### config.mk
export PLATFORM = sky130hd
export DESIGN_NAME = fetch_buffer_mp
export DESIGN_NICKNAME = d
export VERILOG_FILES = /design/src/rtl/fetch_buffer_mp.sv
export SDC_FILE = /design/constraint.sdc
export NUM_CORES = 2
export LEC_CHECK = 0
export CORE_MARGIN = 4
export CORE_UTILIZATION = 50
export CTS_BUF_LIST = sky130_fd_sc_hd__clkbuf_4 sky130_fd_sc_hd__clkbuf_8
export CTS_CLUSTER_SIZE = 10
export DETAILED_ROUTE_END_ITERATION = 8
export HOLD_SLACK_MARGIN = 0.06
export MAX_ROUTING_LAYER = met4
export PLACE_DENSITY = 0.71
export SKIP_LAST_GASP = 1
export SYNTH_ARGS = -nofsm -noshare
export SYNTH_HDL_FRONTEND = slang
export SYNTH_SLANG_ARGS = --single-unit
export TNS_END_PERCENT = 5
### constraint.sdc
create_clock -name clock -period 9.7 [get_ports clock]
set_clock_uncertainty 0.15 [all_clocks]
set_input_delay 0.97 -clock clock [delete_from_list [all_inputs] [get_ports clock]]
set_output_delay 0.97 -clock clock [all_outputs]
set_load 0.01 [all_outputs]
### src/rtl/fetch_buffer_mp.sv
// rtl/fetch_buffer_mp.sv - multi-port in-order fetch/dispatch buffer
//
// Circular in-order FIFO sitting between fetch and dispatch. Takes up to
// IN_W entries per cycle and offers up to OUT_W oldest entries per cycle.
// DEPTH need not be a power of two; pointers wrap by compare/subtract.
//
// Ports:
//   clock      - sole clock, rising edge
//   reset      - asynchronous, active-low reset
//   enq_data   - IN_W packed entries, lane 0 = oldest incoming
//   enq_count  - number of valid enqueue lanes, packed from lane 0
//   enq_spots  - min(DEPTH - count, IN_W), from registered state
//   flush      - empties the buffer, discards same-cycle enq/deq
//   deq_data   - OUT_W packed entries, lane 0 = oldest stored; invalid lanes 0
//   deq_valid  - min(count, OUT_W)
//   deq_count  - entries consumed by dispatch this cycle
//   count      - current occupancy
//   full       - count == DEPTH
//   empty      - count == 0
//   err        - sticky protocol-violation flag
//
// Optional feature macro: FETCH_BUFFER_PROTOCOL_CHECK_EN
//   defined   : err latches on over-requests (cleared only by reset)
//   undefined : err tied to 0, no check logic

module fetch_buffer_mp #(
    parameter int DATA_W = 64,
    parameter int DEPTH  = 8,
    parameter int IN_W   = 4,
    parameter int OUT_W  = 2
) (
    input  logic                          clock,
    input  logic                          reset,
    input  logic [IN_W*DATA_W-1:0]        enq_data,
    input  logic [$clog2(IN_W+1)-1:0]     enq_count,
    output logic [$clog2(IN_W+1)-1:0]     enq_spots,
    input  logic                          flush,
    output logic [OUT_W*DATA_W-1:0]       deq_data,
    output logic [$clog2(OUT_W+1)-1:0]    deq_valid,
    input  logic [$clog2(OUT_W+1)-1:0]    deq_count,
    output logic [$clog2(DEPTH+1)-1:0]    count,
    output logic                          full,
    output logic                          empty,
    output logic                          err
);

    localparam int PTR_W = (DEPTH > 1) ? $clog2(DEPTH) : 1;
    localparam int PW    = PTR_W + 1;           // pointer sum width
    localparam int CNT_W = $clog2(DEPTH + 1);
    localparam int SW    = CNT_W + 1;           // occupancy arithmetic width
    localparam int IC_W  = $clog2(IN_W + 1);
    localparam int OC_W  = $clog2(OUT_W + 1);

    logic [DATA_W-1:0] mem_q [DEPTH];
    logic [PTR_W-1:0]  head_q, head_d;
    logic [PTR_W-1:0]  tail_q, tail_d;
    logic [CNT_W-1:0]  count_q, count_d;

    logic [SW-1:0] cnt_w;
    logic [SW-1:0] spots_w;
    logic [SW-1:0] vld_w;
    logic [SW-1:0] acc_w;
    logic [SW-1:0] rem_w;
    logic [SW-1:0] cnt_next_w;

    // A sum of a pointer (< DEPTH) and an offset (<= DEPTH) is < 2*DEPTH,
    // so a single conditional subtract brings it back into range.
    function automatic logic [PTR_W-1:0] wrap(input logic [PW-1:0] p);
        logic [PW-1:0] r;
        r = (p >= PW'(DEPTH)) ? (p - PW'(DEPTH)) : p;
        return PTR_W'(r);
    endfunction

    // Availability is derived only from registered occupancy; slots freed by
    // this cycle's dequeue are not offered until the next cycle.
    always_comb begin
        cnt_w      = SW'(count_q);
        spots_w    = SW'(DEPTH) - cnt_w;
        if (spots_w > SW'(IN_W)) begin
            spots_w = SW'(IN_W);
        end
        vld_w      = (cnt_w > SW'(OUT_W)) ? SW'(OUT_W) : cnt_w;
        acc_w      = (SW'(enq_count) > spots_w) ? spots_w : SW'(enq_count);
        rem_w      = (SW'(deq_count) > vld_w)   ? vld_w   : SW'(deq_count);
        cnt_next_w = cnt_w + acc_w - rem_w;
    end

    always_comb begin
        head_d  = head_q;
        tail_d  = tail_q;
        count_d = count_q;
        if (flush) begin
            head_d  = '0;
            tail_d  = '0;
            count_d = '0;
        end else begin
            head_d  = wrap(PW'(head_q) + PW'(rem_w));
            tail_d  = wrap(PW'(tail_q) + PW'(acc_w));
            count_d = CNT_W'(cnt_next_w);
        end
    end

    always_ff @(posedge clock or negedge reset) begin
        if (!reset) begin
            head_q  <= '0;
            tail_q  <= '0;
            count_q <= '0;
        end else begin
            head_q  <= head_d;
            tail_q  <= tail_d;
            count_q <= count_d;
        end
    end

    // Storage carries no reset; contents beyond the valid window are ignored.
    always_ff @(posedge clock) begin
        if (!flush) begin
            for (int i = 0; i < IN_W; i++) begin
                if (SW'(i) < acc_w) begin
                    mem_q[wrap(PW'(tail_q) + PW'(i))] <= enq_data[i*DATA_W +: DATA_W];
                end
            end
        end
    end

    always_comb begin
        deq_data = '0;
        for (int j = 0; j < OUT_W; j++) begin
            if (SW'(j) < vld_w) begin
                deq_data[j*DATA_W +: DATA_W] = mem_q[wrap(PW'(head_q) + PW'(j))];
            end
        end
    end

    assign enq_spots = IC_W'(spots_w);
    assign deq_valid = OC_W'(vld_w);
    assign count     = count_q;
    assign full      = (count_q == CNT_W'(DEPTH));
    assign empty     = (count_q == '0);

`ifdef FETCH_BUFFER_PROTOCOL_CHECK_EN
    logic viol;
    logic err_q;

    assign viol = (SW'(enq_count) > spots_w) || (SW'(deq_count) > vld_w) ||
                  (SW'(enq_count) > SW'(IN_W)) || (SW'(deq_count) > SW'(OUT_W));

    // Flush intentionally does not clear the flag.
    always_ff @(posedge clock or negedge reset) begin
        if (!reset) begin
            err_q <= 1'b0;
        end else if (viol) begin
            err_q <= 1'b1;
        end
    end

    assign err = err_q;

`ifndef SYNTHESIS
    always @(posedge clock) begin
        if (reset && viol) begin
            $error("fetch_buffer_mp: protocol violation enq_count=%0d enq_spots=%0d deq_count=%0d deq_valid=%0d",
                   enq_count, enq_spots, deq_count, deq_valid);
        end
    end
`endif
`else
    assign err = 1'b0;
`endif

endmodule

==> reports/metrics.csv <==
metric,value,unit
design_area,50000,um2
syn2layout_area_growth,12.2,%
drv_cap,0,
use_met2,60.1,%
p_leak,21.3,nW
hold_class,primary input to async pin,
synth_ff_type,edfxtp_1,
wl,197000,um
htreeDepth,3,
worstMarginPinSlew,1.40,ns
antenna_found_initial,12,
ctsHoldBuffers,0,
crit_arrival,5.20,ns
worstPathCellList,"buf_4, buf_4, mux4_2, mux2i_1, nor2_1, clkdlybuf4s50_1",
use_met1,50.2,%
cts_buffers,98,
grt-ovfl-total,0,
max_stage_delay,0.90,ns
die_area,93900,um2
core_area,88400,um2
status,"complete, no violations",
die-width,306,um
worst-setup-path-type,flip-flop to primary output,
drc,0,
crit_top_cell,buf_4,
fin_crit_sh,65.2,%
root_buffer,clkbuf_8,
end_kind,primary output,
ios,404,
path_max_fanout,58,
fmax,0.158,GHz
synth_cell_type_count,54,
filler_cell_count,7649,
grt_pass1_wl,284000,um
cts_tree,built,
cts_buffer_depth,3,
grtUsageMet3,13.5,%
initial_core_util,50.4,%
required,8.58,ns
vias,43667,
rsz0062_at_grt,false,
clk_pin_slew,0.06,ns
syn_area,44500,um2
worstSkewPairLatency,0.74,ns
dpl_cell_area,48000,um2
dpl.hpwl,108000,um
nets,4931,
p_total,18.1,mW
cts_num_sinks,522,
grt_max_degree,122,
drive_gt1_share,16.2,%
synth_edf_count,512,
ys.warnings.count,0,
dr.pass1.iters,9,
period_needed,6.32,ns
finalSetupTns,0,ns
busiest_layer,met2,
slew_viol_final,0,
yosysSeqAreaShare,35.1,%
grt_pass1_vias,42651,
whs,0.428,ns
portBuffers,402,
drtIter0Drc,7268,
syn_inst,4693,
vias_per_cell,7.39,
final_hold_viol_count,0,
syn_area_per_cell,9.48,um2
postCtsSetupRepairBufs,0,
cp-start-kind,flip-flop,
async_reset_ff_share,1.92,%
ctsResizeCount,0,
routabilityCongestion,0.899,
relSlewSlack,6.64,%
ys_ff_latch,522,
crit_slowest_cell,buf_4,
ant_nets,0,
die_y,306,um
p_per_area,363,nW/um2
setup_violations,0,
grt_usage,41.7,%
num_rows,109,
wire_per_inst,33.4,um
ir_drop,311,uV
[placed cells by master (no fill, tap or decap), drive strengths merged, types with 88 or more instances in the layout]
master,netlist,routed
nand2,1174,1174
o21ai,520,520
a21o,514,514
edfxtp,512,512
o221a,512,512
clkdlybuf4s50,0,402
mux4,256,256
nor2,208,208
clkbuf,227,135
inv,87,91
buf,411,88
[synthesized netlist by cell type (all sizes together) (2+ instances only)]
library cell | instances | area (um2)
and4 | 2 | 17.5
o21ai | 520 | 2600
dfrtp | 10 | 250
nand2 | 1174 | 4410
or3b | 2 | 17.5
and2 | 2 | 12.5
buf | 411 | 2290
edfxtp | 512 | 15400
or2 | 2 | 12.5
ha | 16 | 200
a21o | 514 | 3860
or4 | 3 | 22.5
o2111ai | 6 | 52.6
clkbuf | 227 | 852
nor2 | 208 | 781
mux4 | 256 | 5770
nor3b | 10 | 90.1
fa | 5 | 100
nand4 | 9 | 106
a21oi | 68 | 340
and3b | 2 | 17.5
xor2 | 5 | 51.3
o211ai | 8 | 90.1
or3 | 9 | 61.3
inv | 87 | 327
nand3 | 4 | 20.0
nor3 | 12 | 100
nor2b | 9 | 56.3
o221a | 512 | 5770
xnor2 | 8 | 77.6
nand2b | 3 | 18.8
o21a | 5 | 37.5
mux2i | 65 | 654
[kinds of logic after synthesis]
logic type / after synthesis / share of synthesized area [%]
xor+xnor: 13 / 0.290
other cells: 1 / 0.00843
simple gates: 1452 / 12.9
fa+ha+maj: 21 / 0.675
flops: 522 / 35.1
mux: 321 / 14.4
buf+inv: 725 / 7.80
compound gates: 1638 / 28.8
[metal layers]
layer	part of all wire (%)	wire, um
met5	0	0
met4	7.9	15700
met3	17	32600
met2	43	84200
met1	33	64800
[power breakdown]
part	switching, mW	total (mW)	leakage (nW)	internal (mW)
Sequential	0.605	4.74	4.87	4.14
Combinational	6.51	11.2	15.4	4.64
Clock	1.09	2.24	1.03	1.15
[metrics by stage]
| step | util (%) | std cells | setup slack [ns] |
|---|---|---|---|
| finish | 56.5 | 5906 | 3.38 |
| global route | 56.5 | 5904 | 3.25 |
| CTS | 56.5 | 5892 | 3.51 |
| detailed placement | 54.3 | 5711 | 3.89 |
| global placement | 54.3 | 5711 | 3.87 |
| floorplan | - | 4694 | 3.40 |
[critical path, delay by kind of cell (launching register included)]
family,cells,cell delay (ns)
buf+inv,3,2.23
mux,2,1.14
flops,1,0.83
simple gates,1,0.12
[final cells by class]
| type | count | area, um2 | area share (%) |
|---|---|---|---|
| clock buffers | 135 | 1630 | 3.27 |
| flip-flops and latches | 522 | 15600 | 31.3 |
| clock inverters | 46 | 300 | 0.601 |
| diodes | 14 | 35.0 | 0.0701 |
| well taps | 1165 | 1460 | 2.92 |
| repair buffers | 490 | 4700 | 9.40 |
| inverters | 87 | 328 | 0.656 |
| multi-input cells | 3447 | 25900 | 51.8 |
[final timing paths]
kind	startpoint	endpoint	slack (ns)	cells past startpoint
setup / recovery	head_q[0]$_DFF_PN0_	deq_data[3]	3.38	6
hold / removal	reset	count[2]$_DFF_PN0_	0.43	1
setup reg to reg	count[0]$_DFF_PN0_	mem_q[7][32]$_DFFE_PP_	3.73	13
hold reg to reg	count[3]$_DFF_PN0_	count[3]$_DFF_PN0_	0.80	3
max in group asynchronous	reset	tail_q[0]$_DFF_PN0_	8.58	1
min in group clock	count[3]$_DFF_PN0_	count[3]$_DFF_PN0_	0.80	3
[registers in the layout (all words and copies together), names as in the netlist]
register	flops
tail_q	3
head_q	3
mem_q	512
count	4
No activity file was read; power rests on OpenSTA's default activity.
